**config.mk**
```make
export PLATFORM = sky130hd
export DESIGN_NAME = race_puf_sequencer
export DESIGN_NICKNAME = d
export VERILOG_FILES = /design/src/rtl/race_puf_sequencer.sv
export SDC_FILE = /design/constraint.sdc
export NUM_CORES = 1
export LEC_CHECK = 0
export BUFFER_PORTS_ARGS = -buffer_cell sky130_fd_sc_hd__buf_2
export CAP_MARGIN = 20
export CORE_ASPECT_RATIO = 0.75
export CORE_MARGIN = 1
export CORE_UTILIZATION = 52
export DETAILED_ROUTE_END_ITERATION = 8
export PLACE_DENSITY_LB_ADDON = 0.2
export SYNTH_ARGS = -nofsm -noshare
export SYNTH_HDL_FRONTEND = slang
export SYNTH_SLANG_ARGS = --single-unit
```
**constraint.sdc**
```tcl
create_clock -name clk -period 2.4 [get_ports clk]
set_clock_uncertainty 0.1 [all_clocks]
set_input_delay 0.24 -clock clk [delete_from_list [all_inputs] [get_ports clk]]
set_output_delay 0.24 -clock clk [all_outputs]
set_load 0.05 [all_outputs]
```
**src/rtl/race_puf_sequencer.sv**
```systemverilog
// race_puf_sequencer
// Sequencer for a serial race-arbiter PUF. One accepted start request runs
// RESP_BITS races back to back. For each race it:
//   - drives the race path's reset/enable and a per-race challenge word,
//   - synchronises the arbiter's done/out,
//   - shifts the winner bit into the response register (race 0 ends in the MSB).
//
// Optional build macro: RACE_MAJORITY_EN
//   Each bit is raced three times with the same challenge word, and the
//   recorded bit is the majority of the three samples. When the macro is
//   undefined, each bit is a single race and no vote logic exists.
//
// Ports:
//   clk            - single clock, rising edge
//   reset_n        - asynchronous active-low reset
//   start          - request pulse, accepted only in IDLE
//   challenge_base - base challenge, latched when start is accepted
//   arb_done       - arbiter done (asynchronous to clk)
//   arb_out        - arbiter out  (asynchronous to clk)
//   race_reset     - active-high reset to race path and arbiter
//   race_en        - race launch enable
//   chal_out       - challenge word for the current race (base + idx, wraps)
//   busy           - high in every state except IDLE
//   resp_valid     - one-cycle pulse with the completed response
//   response       - collected response, held until next accepted start
//   timeout_err    - sticky: some race timed out in this request
module race_puf_sequencer #(
  parameter int RESP_BITS = 32,
  parameter int CHAL_W    = 8,
  parameter int SETTLE    = 4,
  parameter int TIMEOUT   = 1023
) (
  input  logic                 clk,
  input  logic                 reset_n,
  input  logic                 start,
  input  logic [CHAL_W-1:0]    challenge_base,
  input  logic                 arb_done,
  input  logic                 arb_out,
  output logic                 race_reset,
  output logic                 race_en,
  output logic [CHAL_W-1:0]    chal_out,
  output logic                 busy,
  output logic                 resp_valid,
  output logic [RESP_BITS-1:0] response,
  output logic                 timeout_err
);

  localparam int IDX_W   = $clog2(RESP_BITS);
  localparam int CNT_MAX = (TIMEOUT > SETTLE) ? TIMEOUT : SETTLE;
  localparam int CNT_W   = $clog2(CNT_MAX);

  typedef enum logic [2:0] {
    ST_IDLE    = 3'd0,
    ST_CLEAR   = 3'd1,
    ST_RACE    = 3'd2,
    ST_CAPTURE = 3'd3,
    ST_DONE    = 3'd4
  } state_t;

  state_t            state_r;
  logic [IDX_W-1:0]  idx_r;
  logic [CNT_W-1:0]  cnt_r;
  logic [CHAL_W-1:0] base_r;
  logic              tmo_r;     // current race was abandoned; capture records 0
  logic              done_meta_r;
  logic              done_s;
  logic              out_meta_r;
  logic              out_s;
  logic              cap_bit_s;
  logic              bit_s;
  logic              last_pass_s;
  logic [CHAL_W-1:0] chal_next_s;

  // Two-flop synchronisers for the asynchronous arbiter outputs.
  always_ff @(posedge clk or negedge reset_n) begin
    if (!reset_n) begin
      done_meta_r <= 1'b0;
      done_s      <= 1'b0;
      out_meta_r  <= 1'b0;
      out_s       <= 1'b0;
    end else begin
      done_meta_r <= arb_done;
      done_s      <= done_meta_r;
      out_meta_r  <= arb_out;
      out_s       <= out_meta_r;
    end
  end

  // A timed-out race never samples out_s.
  assign cap_bit_s   = tmo_r ? 1'b0 : out_s;
  assign chal_next_s = base_r + CHAL_W'(idx_r + IDX_W'(1));

`ifdef RACE_MAJORITY_EN
  logic [1:0] votes_r;   // ones seen in earlier passes of this bit
  logic [1:0] pass_r;    // pass number 0..2 of this bit
  assign bit_s       = ((votes_r + {1'b0, cap_bit_s}) >= 2'd2);
  assign last_pass_s = (pass_r == 2'd2);
`else
  assign bit_s       = cap_bit_s;
  assign last_pass_s = 1'b1;
`endif

  // Sequencer FSM with all outputs registered.
  always_ff @(posedge clk or negedge reset_n) begin
    if (!reset_n) begin
      state_r     <= ST_IDLE;
      idx_r       <= '0;
      cnt_r       <= '0;
      base_r      <= '0;
      tmo_r       <= 1'b0;
      race_reset  <= 1'b1;
      race_en     <= 1'b0;
      chal_out    <= '0;
      busy        <= 1'b0;
      resp_valid  <= 1'b0;
      response    <= '0;
      timeout_err <= 1'b0;
`ifdef RACE_MAJORITY_EN
      votes_r     <= 2'd0;
      pass_r      <= 2'd0;
`endif
    end else begin
      case (state_r)
        ST_IDLE: begin
          race_reset <= 1'b1;
          race_en    <= 1'b0;
          resp_valid <= 1'b0;
          if (start) begin
            base_r      <= challenge_base;
            chal_out    <= challenge_base;
            idx_r       <= '0;
            cnt_r       <= '0;
            tmo_r       <= 1'b0;
            response    <= '0;
            timeout_err <= 1'b0;
            busy        <= 1'b1;
            state_r     <= ST_CLEAR;
`ifdef RACE_MAJORITY_EN
            votes_r     <= 2'd0;
            pass_r      <= 2'd0;
`endif
          end else begin
            busy <= 1'b0;
          end
        end
        ST_CLEAR: begin
          if (cnt_r == CNT_W'(SETTLE - 1)) begin
            cnt_r      <= '0;
            race_reset <= 1'b0;
            race_en    <= 1'b1;
            state_r    <= ST_RACE;
          end else begin
            cnt_r <= cnt_r + CNT_W'(1);
          end
        end
        ST_RACE: begin
          // A done already present on entry is accepted as a real done.
          if (done_s) begin
            race_en <= 1'b0;
            state_r <= ST_CAPTURE;
          end else if (cnt_r == CNT_W'(TIMEOUT - 1)) begin
            race_en     <= 1'b0;
            tmo_r       <= 1'b1;
            timeout_err <= 1'b1;
            state_r     <= ST_CAPTURE;
          end else begin
            cnt_r <= cnt_r + CNT_W'(1);
          end
        end
        ST_CAPTURE: begin
          // The arbiter is not reset here, so out has had one extra cycle to settle.
          cnt_r      <= '0;
          tmo_r      <= 1'b0;
          race_reset <= 1'b1;
          if (!last_pass_s) begin
`ifdef RACE_MAJORITY_EN
            votes_r <= votes_r + {1'b0, cap_bit_s};
            pass_r  <= pass_r + 2'd1;
`endif
            state_r <= ST_CLEAR;
          end else begin
            response <= {response[RESP_BITS-2:0], bit_s};
`ifdef RACE_MAJORITY_EN
            votes_r  <= 2'd0;
            pass_r   <= 2'd0;
`endif
            if (idx_r == IDX_W'(RESP_BITS - 1)) begin
              resp_valid <= 1'b1;
              state_r    <= ST_DONE;
            end else begin
              idx_r    <= idx_r + IDX_W'(1);
              chal_out <= chal_next_s;
              state_r  <= ST_CLEAR;
            end
          end
        end
        ST_DONE: begin
          resp_valid <= 1'b0;
          busy       <= 1'b0;
          race_reset <= 1'b1;
          race_en    <= 1'b0;
          state_r    <= ST_IDLE;
        end
        default: begin
          state_r    <= ST_IDLE;
          busy       <= 1'b0;
          resp_valid <= 1'b0;
          race_reset <= 1'b1;
          race_en    <= 1'b0;
        end
      endcase
    end
  end

endmodule
```
* Word level (Yosys, flattened, before mapping)
Index checks and enable logic that the tools add are counted.
** Storage, ports and cells
- Flip-flop bits (word level) :: 76
- Input bits :: 13
- Output and inout port bits :: 45
- Logic and storage cells :: 89
** Operators by class
- $add $sub $neg :: 4
- Equality and inequality tests :: 14
- Muxes and demuxes :: 35
- Bitwise gates (word level) :: 3
- Reductions and logical operators :: 17
** Operator list (number)
- 32-bit case mux with 2 select lines :: 1
- 10-bit 2-to-1 mux :: 4
- 10-bit case mux with 4 select lines :: 1
- 32-bit 2-to-1 mux :: 1
- 8-bit 2-to-1 mux :: 2
- 8-bit case mux with 2 select lines :: 1
- 3-bit 2-to-1 mux :: 5
- 2-bit != test (second input constant) :: 7
- 3-bit case mux with 4 select lines :: 1
- 4-bit AND reduction :: 3
- 10-bit by 1-bit adder with 10-bit output (second input constant) :: 1
- 10-bit equality test (second input constant) :: 1
- 10-bit by 2-bit equality test with 1-bit output (second input constant) :: 1
- 1-bit 2-to-1 mux :: 10
- 5-bit 2-to-1 mux :: 2
- 5-bit case mux with 2 select lines :: 1
- 3-bit AND reduction :: 3
- 8-bit by 6-bit adder with 8-bit output :: 1
- 1-bit case mux with 2 select lines :: 4
- 2-bit AND reduction :: 4
- 5-bit by 1-bit adder with 6-bit output (second input constant) :: 1
- 3-bit by 2-bit equality test with 1-bit output (second input constant) :: 2
- 1-bit case mux with 3 select lines :: 2
- 5-bit by 1-bit adder with 5-bit output (second input constant) :: 1
- 10 further kinds :: 13

* Longest topological paths before layout
Gate-level depths: netlist of run 1.
- Word-level depth :: 4
- Depth in mapped cells :: 9
- Mapped depth without buffers :: 8

* Least setup slack after synthesis of run 1
Ideal clock, no wire load.
- Path type :: reg-to-reg
- From :: register idx_r[0]
- To :: register chal_out[5]
- Library setup time :: 122 ps
- Arrival :: 1943 ps
- Required time :: 2178 ps
- Setup slack :: 236 ps
- Cell stages (with the launch flop) :: 10
- Buffers on the path :: 2
- Clock period less this slack :: 2164 ps
- Path through :: dfrtp_1 ha_1 and3_1 ha_1 nor4bb_1 clkbuf_1 nor2_1 clkbuf_1 a21oi_1 nand2_1
** Between the ends
- Word-level cells in the longest chain between the ends :: 4
- Elaborated cells between the ends (all ways) :: 7
- Classes of those cells :: add/sub: 2; eq/ne: 2; mux: 2; reduce/logical: 1
** RTL lines
- start: declaration :: RTL line 61 : logic [IDX_W-1:0] idx_r;
- start signal: assignment :: RTL line 191 : idx_r <= idx_r + IDX_W'(1);
- 5-bit by 1-bit adder with 6-bit output :: RTL line 91 : assign chal_next_s = base_r + CHAL_W'(idx_r + IDX_W'(1));
- 8-bit by 6-bit adder with 8-bit output :: RTL line 91
- 8-bit 2-to-1 mux :: RTL line 187 : if (idx_r == IDX_W'(RESP_BITS - 1)) begin
- 8-bit case mux with 2 select lines :: RTL line 123 : case (state_r)
- end signal: assignment :: RTL line 130 : chal_out <= challenge_base;
- end signal: assignment :: RTL line 192 : chal_out <= chal_next_s;
- end: declaration :: RTL line 41 : output logic [CHAL_W-1:0] chal_out,
Parallel ways exist; a longest one is shown, timed or not. The select of a mux whose other input is x is not followed.
A chain may end at the register's enable or synchronous reset.

* Final worst setup path of run 1
- From :: register idx_r[0]
- To :: register chal_out[7]
The elaborated chain is that of the path after synthesis.

==> results, run 1 <==
- The final count of hold timing violations is 0.
- Dividing the detail-routed via count by the number of cells gives 5.748.
- STA classifies the critical path endpoint as a flop.
- The maximum number of pins on one net before global-route repair is 44.
- Along the worst path, the maximum fanout reaches 8.
- The number of antenna violations at the first check in global routing is 0.
- The ratio of final minimum period to clock period is 0.8976.
- In this run the tightest slew margin relative to its limit is 0.6103.
- The data required time at the worst endpoint is 2570 ps.
- The pre-antenna-repair detailed-routing pass consisted of 4 iterations.
- The leakage power summed over all cells is 2.096 nW.
- The cell sitting at the root of the clock tree is a sky130_fd_sc_hd__clkbuf_8.
- For the worst-skew pair, the clock arrives at the later sink with an insertion delay of 350 ps.
- The worst-case clock buffer depth is 2.
- Max-cap violations in this run came to 0.
- VDD sags by at most 622.1 uV.
- The TritonCTS clock tree is built.
- The hold-critical path endpoint is base_r[6].
- The gate count after technology mapping is 325.
- The final net count is 418.
- The die outline area is 6932 um2.
- The power per unit of standard cell area is 1057 nW/um2.
- Yosys attributes the largest share of cell area to sky130_fd_sc_hd__dfrtp_1 (55%), sky130_fd_sc_hd__a22o_1 (7.9%), sky130_fd_sc_hd__nand2_1 (4.3%).
- The number of placed I/O pins is 58.
- The minimum clock period is 2154 ps.
- CTS saw 76 sinks.
- The share of final-layout standard cells stronger than drive strength 1 is 0.2331.
- The total overflow left after global routing is 0.
- Counting distinct cell types in the post-synthesis netlist gives 46.
- At the worst endpoint, the arrival time is 2320 ps.
- The final weighted congestion in routability-driven placement is 0.8578.
- The share of the synthesized area in compound gates (AO/OA/AOI/OAI) is 0.1688.
- By count the netlist is led by sky130_fd_sc_hd__dfrtp_1 (75), sky130_fd_sc_hd__nand2_1 (39), sky130_fd_sc_hd__nor2_1 (32).
- The routed design has 7650 um of wire.
- At the pin with the least slew margin, the transition time is 580.7 ps.
- The detailed router placed 2759 vias in this run.
- The worst register-to-register path has a setup slack of 250 ps.
- The number of buffers created by CTS is 9.
- The library cell with the highest instance count after synthesis is sky130_fd_sc_hd__dfrtp_1.
- The global-route usage over all layers is 0.2459.
- The sum of net half-perimeters after detailed placement is 5148 um.
- The number of port buffers is 57.
- The average detailed-routed wire length per instance is 15.94 um.
- The area share of the largest cell type after synthesis is 0.5468.
- The die width is 95.81 um.
- The number of placement rows is 25.
- The share of the Yosys chip area taken by registers is 0.5545.
- Post-CTS timing repair inserted 0 buffers for setup.
- The worst register-to-register path begins at idx_r[0].
- The via count of the first global-routing pass came to 2513.
- Once detail routing completed, the nets flagged for antenna violations numbered 0.
- The total nets after synthesis is 348.
- From synthesis to final layout, the design area changed by 20.05%.
- By area, the combinational part of the netlist is dominated by simple AND/OR/NAND/NOR gates.
- The count of state elements after synthesis is 76.
- The number of enable-type register cells in the synthesized netlist is 0.
- Summed over all instances, the cell type with the most area after synthesis is sky130_fd_sc_hd__dfrtp_1.
- The number of warnings issued by yosys is 0.
- By startpoint and endpoint, the worst setup path is classified as reg -> reg.
- Among all flip-flop cells after synthesis, the most frequent one is sky130_fd_sc_hd__dfrtp_1.
- The total count of max-transition violations in the final report is 0.
- The number of instances on the worst hold path is 3.
- The upper clock frequency limit is 0.4642 GHz.
- The end of the worst register-to-register path is chal_out[7].
- The share of synthesized flip-flops with an asynchronous set or reset is 1.000.
- The die height is 72.36 um.
- The tightest hold path in the finished design has a slack of 9.937 ps.
- In the routed design, unresolved DRC markers number 0.
- The global-route wire length before repair is 12560 um.
- The number of cells on the worst reg-to-reg path is 9.
- The CTS clock-pin slew for the worst setup and hold paths is 80 ps.
- After synthesis, the share of cell area in mux cells is 0.005833.
- The number of antenna cells inserted is 0.
- The synthesized netlist occupies a cell area of 3432 um2.
- The path class of the tightest hold or removal check is in -> reg.
- The mean post-synth cell area is 10.56 um2.
- Of the total synthesized cell area, the portion taken by XOR and XNOR cells is 0.03062.
- The flow ran to the end, and the final reports show no timing, DRC or antenna violations.
- The core region is 6350 um2.
- The worst setup path is launched from a flop.
- The first routing iteration left 168 violations.
- Setup violations remaining at the end of the flow were counted as 0.
- The effective utilization at floorplan is 0.5405.
- The beginning of the worst hold path is challenge_base[6].
- The deepest level of the CTS H-tree is 3.
- Setup repair after global routing left no endpoint under its margin.
- For the final routed database, the setup TNS stands at 0 ps.
- Of the total synthesized cell area, the portion taken by full adders, half adders and majority gates is 0.03864.
- The share of synthesized cell area in and, or, nand and nor gates is 0.1699.
## final cells by class
class                      count  area, um2
fill                         530       2230
tap                           81      101.3
inverter                      10      37.54
clock buffer                  11      141.4
multi-input combinational    222       1425
sequential                    76       1903
clock inverter                 4      73.82
timing repair buffer          76      437.9
## cells in the final DEF (no fill, tap or decap), types with 4 or more instances in the layout
cell type / count
sky130_fd_sc_hd__ha_1: 9
sky130_fd_sc_hd__a22o_1: 31
sky130_fd_sc_hd__clkbuf_8: 10
sky130_fd_sc_hd__dfrtp_1: 75
sky130_fd_sc_hd__nor2b_1: 5
sky130_fd_sc_hd__and3_1: 4
sky130_fd_sc_hd__inv_1: 10
sky130_fd_sc_hd__xnor2_1: 10
sky130_fd_sc_hd__nor3_1: 10
sky130_fd_sc_hd__nand2_1: 39
sky130_fd_sc_hd__nand3_1: 5
sky130_fd_sc_hd__buf_4: 17
sky130_fd_sc_hd__o21ai_0: 16
sky130_fd_sc_hd__buf_2: 56
sky130_fd_sc_hd__a21oi_1: 13
sky130_fd_sc_hd__nor2_1: 30
## kinds of logic after synthesis
group / count (synthesis)
buf+inv: 27
flops: 76
compound gates: 81
xor+xnor: 12
fa+ha+maj: 10
simple gates: 117
mux: 2
## registers in the layout, indices dropped and copies added (netlist names)
| name | cells |
|---|---|
| cnt_r | 10 |
| race_en | 1 |
| out_s | 1 |
| out_meta_r | 1 |
| base_r | 8 |
| tmo_r | 1 |
| done_s | 1 |
| chal_out | 8 |
| response | 32 |
| resp_valid | 1 |
| idx_r | 5 |
| timeout_err | 1 |
| done_meta_r | 1 |
| state_r | 3 |
| race_reset | 1 |
| busy | 1 |
## what timing repair did
action                                  in CTS  in global routing
resized for setup                            0                  1
endpoints found under the setup margin       0                  7
hold endpoints to repair                    42                  0
hold buffers                                 3                  0
## worst max path at each step
stage	start	end	slack [ps]	depth (start not counted)
after floorplan	idx_r[0]	chal_out[5]	240	9
after global placement	idx_r[0]	chal_out[5]	260	9
after detailed placement	idx_r[1]	chal_out[5]	110	9
after CTS	idx_r[0]	chal_out[5]	90	9
after global routing	idx_r[0]	chal_out[5]	110	9
final	idx_r[0]	chal_out[7]	250	9
## per-layer routing
layer  part of all wire  track usage  vias up
li1                   -            -     1291
met1               0.50       0.3624     1372
met2               0.43       0.3492       88
met3              0.059      0.07338        8
met4              0.011      0.07794        0
met5                  0            0        -
## critical path: stages (launching register included)
cell                       delay (ps)
sky130_fd_sc_hd__dfrtp_1          430
sky130_fd_sc_hd__ha_1             230
sky130_fd_sc_hd__and3_1           190
sky130_fd_sc_hd__ha_1             230
sky130_fd_sc_hd__nor4bb_1         280
sky130_fd_sc_hd__buf_4            200
sky130_fd_sc_hd__o22ai_1          120
sky130_fd_sc_hd__nor2_1           120
sky130_fd_sc_hd__mux2i_1           80
sky130_fd_sc_hd__o211ai_1         100
## report_power, final
part | total [W] | switching, W | leakage [nW] | internal (W)
registers | 0.00169 | 0.000183 | 1.01 | 0.00151
logic | 0.00159 | 0.00108 | 0.975 | 0.000511
clock network | 0.00107 | 0.000459 | 0.109 | 0.000609
total | 0.00435 | 0.00173 | 2.10 | 0.00263
## per-stage QoR
stage               power, W  instances  instance area, um2  utilization  worst slack (ps)
floorplan           0.002856        325                3432            -             235.7
global placement    0.003248        462                3872       0.6099             262.2
detailed placement  0.003287        462                3872       0.6099             108.1
CTS                 0.004373        480                4118       0.6485             85.40
global route        0.004624        480                4120       0.6489             110.5
finish              0.004353        480                4120       0.6489             245.8
Note: power is estimated with default switching activity, not from simulation.
==> run 2: changes to the inputs <==
--- a/config.mk
+++ b/config.mk
@@ -10,6 +10,7 @@
 export CORE_ASPECT_RATIO = 0.75
 export CORE_MARGIN = 1
 export CORE_UTILIZATION = 52
+export CTS_BUF_LIST = sky130_fd_sc_hd__clkbuf_16
 export DETAILED_ROUTE_END_ITERATION = 8
 export PLACE_DENSITY_LB_ADDON = 0.2
 export SYNTH_ARGS = -nofsm -noshare
==> results, run 2 (same netlist as run 1, synthesis figures left out) <==
- The flow ran to the end, and the final reports show no timing, DRC or antenna violations.
- The leading cell type in the layout, fill and taps excluded is sky130_fd_sc_hd__dfrtp_1.
- The number of instances on the worst hold path is 3 (unchanged).
- The maximum fanout along the worst path was 8 (unchanged).
- The slew at the pin closest to its max-slew limit came to 583.3 ps (+2.632 ps).
- The power per unit of standard cell area is 1112 nW/um2 (+5.2%).
- The worst slack at placement is 108.1 ps (unchanged).
- The worst setup path is captured at a flop.
- The die width came to 95.81 um (unchanged).
- The largest registers in the layout are response x32, cnt_r x10.
- The overflow left after global routing is 0 (unchanged).
- response holds more flip-flops than any other register.
- The max-capacitance violation count is 0 (unchanged).
- The number of antenna violations at the first check in global routing is 0 (unchanged).
- The normalized max-slew margin came to 0.6085 (-0.001766).
- The root buffer cell is sky130_fd_sc_hd__clkbuf_16.
- The via total after detailed routing came to 2754 (-0.18%).
- The total negative slack for setup checks was 0 ps (unchanged).
- The power after layout is 0.004681 W (+7.5%).
- The iteration count of the initial detailed-routing pass is 4 (unchanged).
- The least setup slack across all paths after layout is 271.9 ps (+26.11 ps).
- The total number of clock tree sinks was 76 (unchanged).
- The deepest level of the CTS H-tree is 3 (unchanged).
- The DRC violation count after routing is 0 (unchanged).
- The number of flip-flops under the largest register name is 32 (unchanged).
- The critical path ends at chal_out[7].
- The maximum number of pins on one net before global-route repair is 44 (unchanged).
- The data required time at the worst endpoint is 2550 ps (-20 ps).
- The area of placed instances is 3872 um2 (unchanged).
- The buffers inserted during post-CTS setup optimization is 0 (unchanged).
- The number of placement rows is 25 (unchanged).
- The leakage power summed over all cells was 2.141 nW (+2.1%).
- The source-to-sink clock delay at the later pin of the worst-skew pair is 330 ps (-20 ps).
- The maximum resistive drop on vdd is 700.4 uV (+13%).
- The number of placed I/O pins is 58 (unchanged).
- The final net count is 418 (unchanged).
- The number of failing setup endpoints in the final timing report came to 0 (unchanged).
- The global-route usage over all layers is 0.2457 (about the same).
- The sum of net half-perimeters after detailed placement is 5148 um (unchanged).
- The worst-case clock buffer depth is 2 (unchanged).
- The cell area after layout is 4212 um2 (+2.2%).
- The dominant cell type by count on the critical path is sky130_fd_sc_hd__ha_1.
- The upper clock frequency limit was 0.4699 GHz (+1.2%).
- The critical path is of the reg -> reg type.
- The worst reg-to-reg setup slack came to 270 ps (+30 ps).
- The path type of the worst min-delay path is in -> reg.
- Walking the worst path, the cells encountered are ha_1, and3_1, ha_1, nor4bb_1, buf_4, o22ai_1, nor2_1, mux2i_1, o211ai_1.
- The via count of the first global-routing pass is 2560 (+1.9%).
- The aggregate routed wire length is 7630 um (-0.26%).
- The die height is 72.36 um (unchanged).
- The minimum clock period came to 2128 ps (-26.11 ps).
- The number of cells on the worst reg-to-reg path is 9 (unchanged).
- The final weighted congestion in routability-driven placement is 0.8578 (unchanged).
- The global-route wire length before repair is 12630 um (+0.55%).
- The average detailed-routed wire length per instance is 15.90 um (-0.26%).
- The critical register-to-register path startpoint is idx_r[0].
- In the layout the commonest cells are sky130_fd_sc_hd__dfrtp_1 (75), sky130_fd_sc_hd__buf_2 (56), sky130_fd_sc_hd__nand2_1 (39), sky130_fd_sc_hd__a22o_1 (31), sky130_fd_sc_hd__nor2_1 (30).
- The total count of max-transition violations in the final report is 0 (unchanged).
- The core outline area is 6350 um2 (unchanged).
- The final count of hold timing violations was 0 (unchanged).
- The number of DRC markers in iteration 0 is 156 (-7.1%).
- Tracing the worst setup path back leads to its startpoint at idx_r[0].
- STA classifies the critical path startpoint as a flop.
- The share of final-layout standard cells stronger than drive strength 1 came to 0.2306 (-0.002506).
- The TritonCTS clock tree is built.
- The mean number of vias per cell came to 5.738 (-0.18%).
- Setup repair after global routing left no endpoint under its margin.
- The longest individual stage delay on the worst path is 420 ps (about the same).
- The slowest stage of the critical path belongs to the cell sky130_fd_sc_hd__dfrtp_1.
- The number of port buffers is 57 (unchanged).
- The data arrival time of the critical path is 2270 ps (-50 ps).
- The number of nets with antenna violations after routing is 0 (unchanged).
- The die outline area is 6932 um2 (unchanged).
- The number of antenna cells inserted is 0 (unchanged).
- The ratio of final minimum period to clock period was 0.8867 (-0.01088).
- The effective utilization at floorplan is 0.5405 (unchanged).
- The area added between synthesis and finish is 22.71%.
- The number of buffers created by CTS came to 9 (unchanged).
- The end of the worst register-to-register path is chal_out[7].
- The CTS clock-pin slew for the worst setup and hold paths is 60 ps (-20 ps).
[run 2: cell count changes in the layout (fill, tap and decap cells not counted), sizes merged]
| cell | change |
|---|---|
| clkbuf | -2 |
| clkinv | +1 |
| inv | +1 |
[run 2: how the worst min path moves through the flow]
stage	start	endpoint
floorplan	reset_n	base_r[0]
global placement	reset_n	base_r[4]
detailed placement	reset_n	chal_out[6]
CTS	challenge_base[6]	base_r[6]
global route	challenge_base[6]	base_r[6]
finish	challenge_base[6]	base_r[6]
[run 2: through the flow]
stage,cells,hold slack (ps),utilization
global route,480,37.33,0.6633
floorplan,325,-155.6,-
finish,480,30.73,0.6633
detailed placement,462,165.5,0.6099
CTS,480,28.06,0.6629
global placement,462,162.0,0.6099
[run 2: timing repair]
item,in CTS,in global routing
endpoints found under the hold margin,42,0
resized for setup,0,1
setup endpoints to repair,0,5
hold buffers,3,0
[run 2: area by class of cell]
| class | count | area, um2 |
|---|---|---|
| fillers | 511 | 2138 |
| flip-flops and latches | 76 | 1903 |
| multi-input cells | 222 | 1425 |
| repair buffers | 76 | 437.9 |
| clock buffers | 9 | 225.2 |
| well taps | 81 | 101.3 |
| clock inverters | 6 | 81.33 |
| inverters | 10 | 37.54 |
[run 2: metal layers]
layer,wire [um],part of all wire,up-vias,track usage
li1,-,-,1293,-
met1,3748,0.49,1357,0.3645
met2,3364,0.44,90,0.3532
met3,382,0.050,14,0.05765
met4,134,0.018,0,0.08789
met5,0,0,-,0
[run 2: power breakdown]
| part | internal, W | switching [W] | total [W] | leakage [nW] |
|---|---|---|---|---|
| sequential | 0.00151 | 0.000183 | 0.00169 | 1.01 |
| combinational | 0.000511 | 0.00108 | 0.00159 | 0.975 |
| clock | 0.000896 | 0.000497 | 0.00139 | 0.154 |
[run 2: worst max-delay path, delay by kind of cell, from the launching register on]
| kind | cells | cell delay (ps) |
|---|---|---|
| buffers and inverters | 1 | 200 |
| AND/OR/NAND/NOR | 3 | 570 |
| AO/OA/AOI/OAI | 2 | 220 |
| adder cells (fa/ha/maj) | 2 | 450 |
| multiplexers | 1 | 80 |
| flip-flops | 1 | 420 |
